File: src/rtl/voice_alloc.sv
// Polyphonic voice allocator: a sequential scan over the voice table picks a
// matching, free or oldest voice for each key event, then commits in one cycle.
module voice_alloc #(
  parameter int NUM_VOICES = 4,
  parameter int AGE_W      = 8
) (
  input  logic                      clk,
  input  logic                      rst,
  input  logic                      all_off,
  input  logic                      ev_valid,
  output logic                      ev_ready,
  input  logic                      ev_on,
  input  logic [7:0]                ev_noteid,
  output logic [8*NUM_VOICES-1:0]   voice_noteid,
  output logic [NUM_VOICES-1:0]     voice_active,
  output logic                      steal_pulse,
  output logic [1:0]                dbg_state
);

  localparam int IDX_W = (NUM_VOICES > 1) ? $clog2(NUM_VOICES) : 1;
  localparam logic [1:0] IDLE   = 2'd0;
  localparam logic [1:0] SCAN   = 2'd1;
  localparam logic [1:0] COMMIT = 2'd2;
  localparam logic [IDX_W-1:0] LAST_IDX = IDX_W'(NUM_VOICES - 1);
  localparam logic [AGE_W-1:0] AGE_MAX  = '1;

  // Handshake: an event transfers on a clk edge where ev_valid && ev_ready.
  // ev_ready is high only in IDLE with rst low; ev_on/ev_noteid are latched
  // at that edge and may change freely afterwards.

  logic [1:0]       state_q, state_d;
  logic [IDX_W-1:0] idx_q, idx_d;
  logic             on_q, on_d;
  logic [7:0]       note_q, note_d;
  logic             match_found_q, match_found_d;
  logic [IDX_W-1:0] match_idx_q, match_idx_d;
  logic             free_found_q, free_found_d;
  logic [IDX_W-1:0] free_idx_q, free_idx_d;
  logic             old_found_q, old_found_d;
  logic [IDX_W-1:0] old_idx_q, old_idx_d;
  logic [AGE_W-1:0] old_age_q, old_age_d;
  logic             steal_q, steal_d;

  logic [7:0]            noteid_q [NUM_VOICES];
  logic [7:0]            noteid_d [NUM_VOICES];
  logic [NUM_VOICES-1:0] active_q, active_d;
  logic [AGE_W-1:0]      age_q [NUM_VOICES];
  logic [AGE_W-1:0]      age_d [NUM_VOICES];
  logic [IDX_W-1:0]      tgt;

  assign ev_ready = (state_q == IDLE) && !rst;

  always_comb begin
    state_d       = state_q;
    idx_d         = idx_q;
    on_d          = on_q;
    note_d        = note_q;
    match_found_d = match_found_q;
    match_idx_d   = match_idx_q;
    free_found_d  = free_found_q;
    free_idx_d    = free_idx_q;
    old_found_d   = old_found_q;
    old_idx_d     = old_idx_q;
    old_age_d     = old_age_q;
    steal_d       = 1'b0;
    noteid_d      = noteid_q;
    active_d      = active_q;
    age_d         = age_q;
    tgt           = '0;

    case (state_q)
      IDLE: begin
        // A note ID of 0 is consumed without starting a scan.
        if (ev_valid && ev_ready && ev_noteid != 8'd0) begin
          on_d          = ev_on;
          note_d        = ev_noteid;
          idx_d         = '0;
          match_found_d = 1'b0;
          match_idx_d   = '0;
          free_found_d  = 1'b0;
          free_idx_d    = '0;
          old_found_d   = 1'b0;
          old_idx_d     = '0;
          old_age_d     = '0;
          state_d       = SCAN;
        end
      end
      SCAN: begin
        if (active_q[idx_q] && noteid_q[idx_q] == note_q && !match_found_q) begin
          match_found_d = 1'b1;
          match_idx_d   = idx_q;
        end
        if (!active_q[idx_q] && !free_found_q) begin
          free_found_d = 1'b1;
          free_idx_d   = idx_q;
        end
        // Strict > keeps the lowest index on equal ages.
        if (active_q[idx_q] && (!old_found_q || age_q[idx_q] > old_age_q)) begin
          old_found_d = 1'b1;
          old_idx_d   = idx_q;
          old_age_d   = age_q[idx_q];
        end
        if (idx_q == LAST_IDX) state_d = COMMIT;
        else                   idx_d   = idx_q + 1'b1;
      end
      COMMIT: begin
        state_d = IDLE;
        if (on_q) begin
          if (match_found_q)     tgt = match_idx_q;
          else if (free_found_q) tgt = free_idx_q;
          else begin
            tgt     = old_idx_q;
            steal_d = 1'b1;
          end
          for (int i = 0; i < NUM_VOICES; i++) begin
            if (IDX_W'(i) == tgt) begin
              noteid_d[i] = note_q;
              active_d[i] = 1'b1;
              age_d[i]    = '0;
            end else if (active_q[i] && age_q[i] != AGE_MAX) begin
              age_d[i] = age_q[i] + 1'b1;
            end
          end
        end else if (match_found_q) begin
          for (int i = 0; i < NUM_VOICES; i++) begin
            if (IDX_W'(i) == match_idx_q) begin
              noteid_d[i] = 8'd0;
              active_d[i] = 1'b0;
              age_d[i]    = '0;
            end
          end
        end
      end
      default: state_d = IDLE;
    endcase

    // Panic overrides any commit in the same cycle.
    if (all_off) begin
      state_d  = IDLE;
      steal_d  = 1'b0;
      active_d = '0;
      for (int i = 0; i < NUM_VOICES; i++) begin
        noteid_d[i] = 8'd0;
        age_d[i]    = '0;
      end
    end
  end

  always_ff @(posedge clk) begin
    if (rst) begin
      state_q       <= IDLE;
      idx_q         <= '0;
      on_q          <= 1'b0;
      note_q        <= 8'd0;
      match_found_q <= 1'b0;
      match_idx_q   <= '0;
      free_found_q  <= 1'b0;
      free_idx_q    <= '0;
      old_found_q   <= 1'b0;
      old_idx_q     <= '0;
      old_age_q     <= '0;
      steal_q       <= 1'b0;
      active_q      <= '0;
      for (int i = 0; i < NUM_VOICES; i++) begin
        noteid_q[i] <= 8'd0;
        age_q[i]    <= '0;
      end
    end else begin
      state_q       <= state_d;
      idx_q         <= idx_d;
      on_q          <= on_d;
      note_q        <= note_d;
      match_found_q <= match_found_d;
      match_idx_q   <= match_idx_d;
      free_found_q  <= free_found_d;
      free_idx_q    <= free_idx_d;
      old_found_q   <= old_found_d;
      old_idx_q     <= old_idx_d;
      old_age_q     <= old_age_d;
      steal_q       <= steal_d;
      active_q      <= active_d;
      noteid_q      <= noteid_d;
      age_q         <= age_d;
    end
  end

  always_comb begin
    voice_noteid = '0;
    for (int i = 0; i < NUM_VOICES; i++) voice_noteid[8*i +: 8] = noteid_q[i];
  end

  assign voice_active = active_q;
  assign steal_pulse  = steal_q;
  assign dbg_state    = state_q;

endmodule

File: config.mk
export PLATFORM = sky130hd
export DESIGN_NAME = voice_alloc
export DESIGN_NICKNAME = d
export VERILOG_FILES = /design/src/rtl/voice_alloc.sv
export SDC_FILE = /design/constraint.sdc
export NUM_CORES = 1
export LEC_CHECK = 0
export CAP_MARGIN = 30
export CELL_PAD_IN_SITES_DETAIL_PLACEMENT = 1
export CELL_PAD_IN_SITES_GLOBAL_PLACEMENT = 2
export CORE_ASPECT_RATIO = 0.75
export CORE_MARGIN = 2
export CORE_UTILIZATION = 39
export CTS_BUF_LIST = sky130_fd_sc_hd__clkbuf_4
export DETAILED_ROUTE_END_ITERATION = 8
export MAX_ROUTING_LAYER = met4
export PLACE_DENSITY = 0.94
export SYNTH_ARGS = -nofsm -noshare
export SYNTH_HDL_FRONTEND = slang
export SYNTH_SLANG_ARGS = --single-unit
File: constraint.sdc
create_clock -name clk -period 4.6 [get_ports clk]
set_input_delay 0.69 -clock clk [delete_from_list [all_inputs] [get_ports clk]]
set_output_delay 0.69 -clock clk [all_outputs]
set_load 0.1 [all_outputs]
==> flow_metrics.py <==
metrics = {
    "sta": {
        "fin_crit_sh_pct": 73.3,
        "hold_violations": 0,
        "fin_ws_ps": 1230,
        "setup_tns_ps": 0,
        "tightestPinTransition_ps": 1020,
        "rsz0062_at_grt": "no",
        "fin_skew_ps": 15.9,
        "slew-limit-headroom_pct": 31.7,
        "setup_viol": 0,
        "max_freq_mhz": 297,
        "finalCriticalPeriod_ps": 3370,
        "slew_violations": 0,
    },
    "setup_path": {
        "r2r_slack_ps": 1230,
        "crit_path_end_kind": "flip-flop",
        "rr_endpoint": "old_idx_q[1]",
        "start_kind": "flip-flop",
        "reg2reg_depth": 9,
        "critPathMaxFanout": 16,
        "critPathSlowestCell": "dfxtp_1",
        "timing.rr.start": "idx_q[1]",
        "path_cells": "mux4_2, ha_1, nor2b_1, o21a_1, o21ai_0, a21oi_1, o21ai_2, nand2_1, mux2_2",
        "crit_arrival_ps": 3750,
        "required_ps": 4980,
        "crit_path_max_incr_delay_ps": 930,
        "path_class": "flip-flop to flip-flop",
    },
    "final_layout": {
        "drive_gt1_share_pct": 8.64,
        "syn_to_final_growth_pct": 15.6,
        "nNetsFinal": 623,
        "fillerInstances": 1445,
        "fin_area_um2": 5730,
        "antenna_cells": 0,
    },
    "clock_network": {
        "cts_tree": "built",
        "htree_levels": 3,
        "clk_path_buf_depth": 2,
        "clk_latency_ps": 480,
        "ctsResizeCount": 0,
        "numCtsBuffers": 9,
        "clkSinkCount": 99,
        "cts-hold-fix-buffers": 0,
        "clockRootBuffer": "clkbuf_4",
        "path_clk_slew_ps": 160,
        "postCtsSetupBuffers": 0,
    },
    "logic_synthesis": {
        "yosysSeqAreaShare_pct": 40.0,
        "yosys.area.top_type": "dfxtp_1",
        "ys_ff_latch": 99,
        "syn_nets": 582,
        "ys_top_cells_by_area": "dfxtp_1, mux2i_1, nor2_1",
        "ys_async_sr_fraction_pct": 0,
        "synth.cell_area_um2": 4960,
        "synth.distinct_cells": 56,
        "synth_edf_count": 0,
        "ys_warn_count": 0,
        "synth_area_per_cell_um2": 8.92,
        "synth-main-ff-cell": "dfxtp_1",
        "synth_top_area_share_pct": 40.0,
        "netlist_instances": 556,
    },
    "pwr": {
        "p_sw_uw": 374,
        "comb_power_share_pct": 5.1,
        "p_leak_nw": 1.83,
        "clkPwrFrac_pct": 33.8,
        "sequentialPowerShare_pct": 61.1,
        "pwr_density_cell_nw_per_um2": 250,
        "total_power_mw": 1.43,
        "internal-power_mw": 1.06,
        "swShare_pct": 26.1,
        "ir_drop_mv": 0.164,
    },
    "placement": {
        "preCtsSetupSlack_ps": 1220,
        "portBuffers": 52,
        "placed_cell_area_um2": 5590,
        "dp_hpwl_um": 10700,
        "gp_congestion": 0.876,
    },
    "grt": {
        "grt_pass1_vias": 4377,
        "antenna_found_initial": 0,
        "grt_pass1_wl_um": 23600,
        "grt_start_max_net_pins": 27,
        "track_usage_pct": 23.0,
        "grt_overflow": 0,
    },
    "run": {
        "max_cap_viol_count": 0,
    },
    "outcome": {
        "status": "complete, no violations",
    },
    "min_path": {
        "min_from": "free_idx_q[1]",
        "min_path_cells": 2,
        "hold_class": "flip-flop to flip-flop",
        "hold_end": "free_idx_q[1]",
    },
    "detailed_routing": {
        "ant_nets": 0,
        "num_vias": 4199,
        "wl_met1_um": 7210,
        "wl_um": 14400,
        "wl_met2_um": 6170,
        "wire_per_inst_um": 18.7,
        "firstDrtPassIters": 4,
        "post-route-drc-count": 0,
        "highest_layer": "met4",
        "wl_met3_um": 805,
        "drt_iter0_markers": 234,
        "routed_via_density": 5.47,
    },
    "floorplanning": {
        "core.rowCount": 35,
        "start_util_pct": 40.2,
        "dieHeight_um": 102,
        "io_pins": 53,
        "core_area_um2": 12300,
        "die_area_um2": 13600,
        "die_w_um": 134,
    },
}
layout by cell type (no fill, tap or decap), types with 4 or more instances in the layout:
cell type / n
dfxtp_1: 99
nor2_1: 73
nand2_1: 60
clkdlybuf4s50_1: 51
a21oi_1: 47
mux2i_1: 40
xor2_1: 20
o21ai_0: 18
xnor2_1: 16
nand3_1: 14
inv_1: 13
ha_1: 13
nand4_1: 12
mux4_2: 11
and2_1: 11
clkbuf_4: 9
nor3_1: 6
and3_1: 6
nor4_1: 6
nor2b_1: 6
nand2b_1: 5
buf_4: 5
or2_2: 4
or3_1: 4
stage by stage:
step / util (%) / std cells / hold WS [ps]
floorplan: - / 556 / 431
global placement: 45.3 / 752 / 445
detailed placement: 45.3 / 752 / 462
CTS: 46.4 / 768 / 487
global route: 46.4 / 768 / 517
finish: 46.4 / 768 / 486
area by class of cell:
| type | instances | area, um2 | area share [%] |
|---|---|---|---|
| multi-input cells | 418 | 2800 | 48.9 |
| repair buffers | 56 | 548 | 9.56 |
| well taps | 166 | 208 | 3.62 |
| inverters | 13 | 48.8 | 0.851 |
| clock inverters | 7 | 75.1 | 1.31 |
| flip-flops and latches | 99 | 1980 | 34.6 |
| clock buffers | 9 | 67.6 | 1.18 |
worst max-delay path: cells and delay by family, from the launching register on:
family,cells,cell delay (ps)
mux,2,920
simple gates,2,290
compound gates,4,820
flops,1,930
fa+ha+maj,1,300
synth_stat cells (all sizes together) (4+ instances only):
cell type,n
and2,12
nor2,75
o21ai,23
nor3b,5
nand2,60
mux2i,40
nand3,14
nor3,6
nand2b,5
inv,13
or3,4
nor2b,6
nor4,6
and3,7
or2,6
mux4,11
clkbuf,14
ha,13
dfxtp,99
buf,12
xor2,20
xnor2,16
nand4,12
a21oi,51
metal layers:
layer | vias up | GRT usage [%]
li1 | 2007 | -
met1 | 2078 | 32.9
met2 | 97 | 33.2
met3 | 17 | 4.15
met4 | 0 | 6.23
met5 | - | -
power groups by stage:
stage | Clock (mW) | Sequential, mW | Combinational (mW)
after global placement | 0 | 0.892 | 0.0716
after global routing | 0.532 | 0.876 | 0.0800
final | 0.484 | 0.874 | 0.0736
after detailed placement | 0 | 0.892 | 0.0735
after CTS | 0.500 | 0.874 | 0.0740
after floorplan | 0 | 0.887 | 0.0489
flip-flops by register name, indices dropped and copies added (netlist names):
signal / cells
dbg_state: 2
old_idx_q: 2
old_found_q: 1
note_q: 8
voice_noteid: 32
match_found_q: 1
free_found_q: 1
free_idx_q: 2
match_idx_q: 2
idx_q: 2
age_q: 32
steal_pulse: 1
old_age_q: 8
on_q: 1
voice_active: 4
logic make-up (layout without fill, tap and decap cells):
family	count (synthesis)	count (layout)	synth area share [%]
buf+inv	39	85	3.48
xor+xnor	36	36	6.36
flops	99	99	40.0
compound gates	85	85	10.0
simple gates	231	231	23.3
mux	53	53	13.6
fa+ha+maj	13	13	3.28
how the worst max path moves through the flow:
stage,from,end,cells after the start
finish,idx_q[1],old_idx_q[1],9
global route,idx_q[1],old_idx_q[1],9
CTS,idx_q[1],old_idx_q[1],9
detailed placement,idx_q[1],old_idx_q[1],9
global placement,idx_q[1],old_idx_q[1],9
floorplan,dbg_state[1],old_idx_q[1],4
Note: power is estimated with default switching activity, not from simulation.
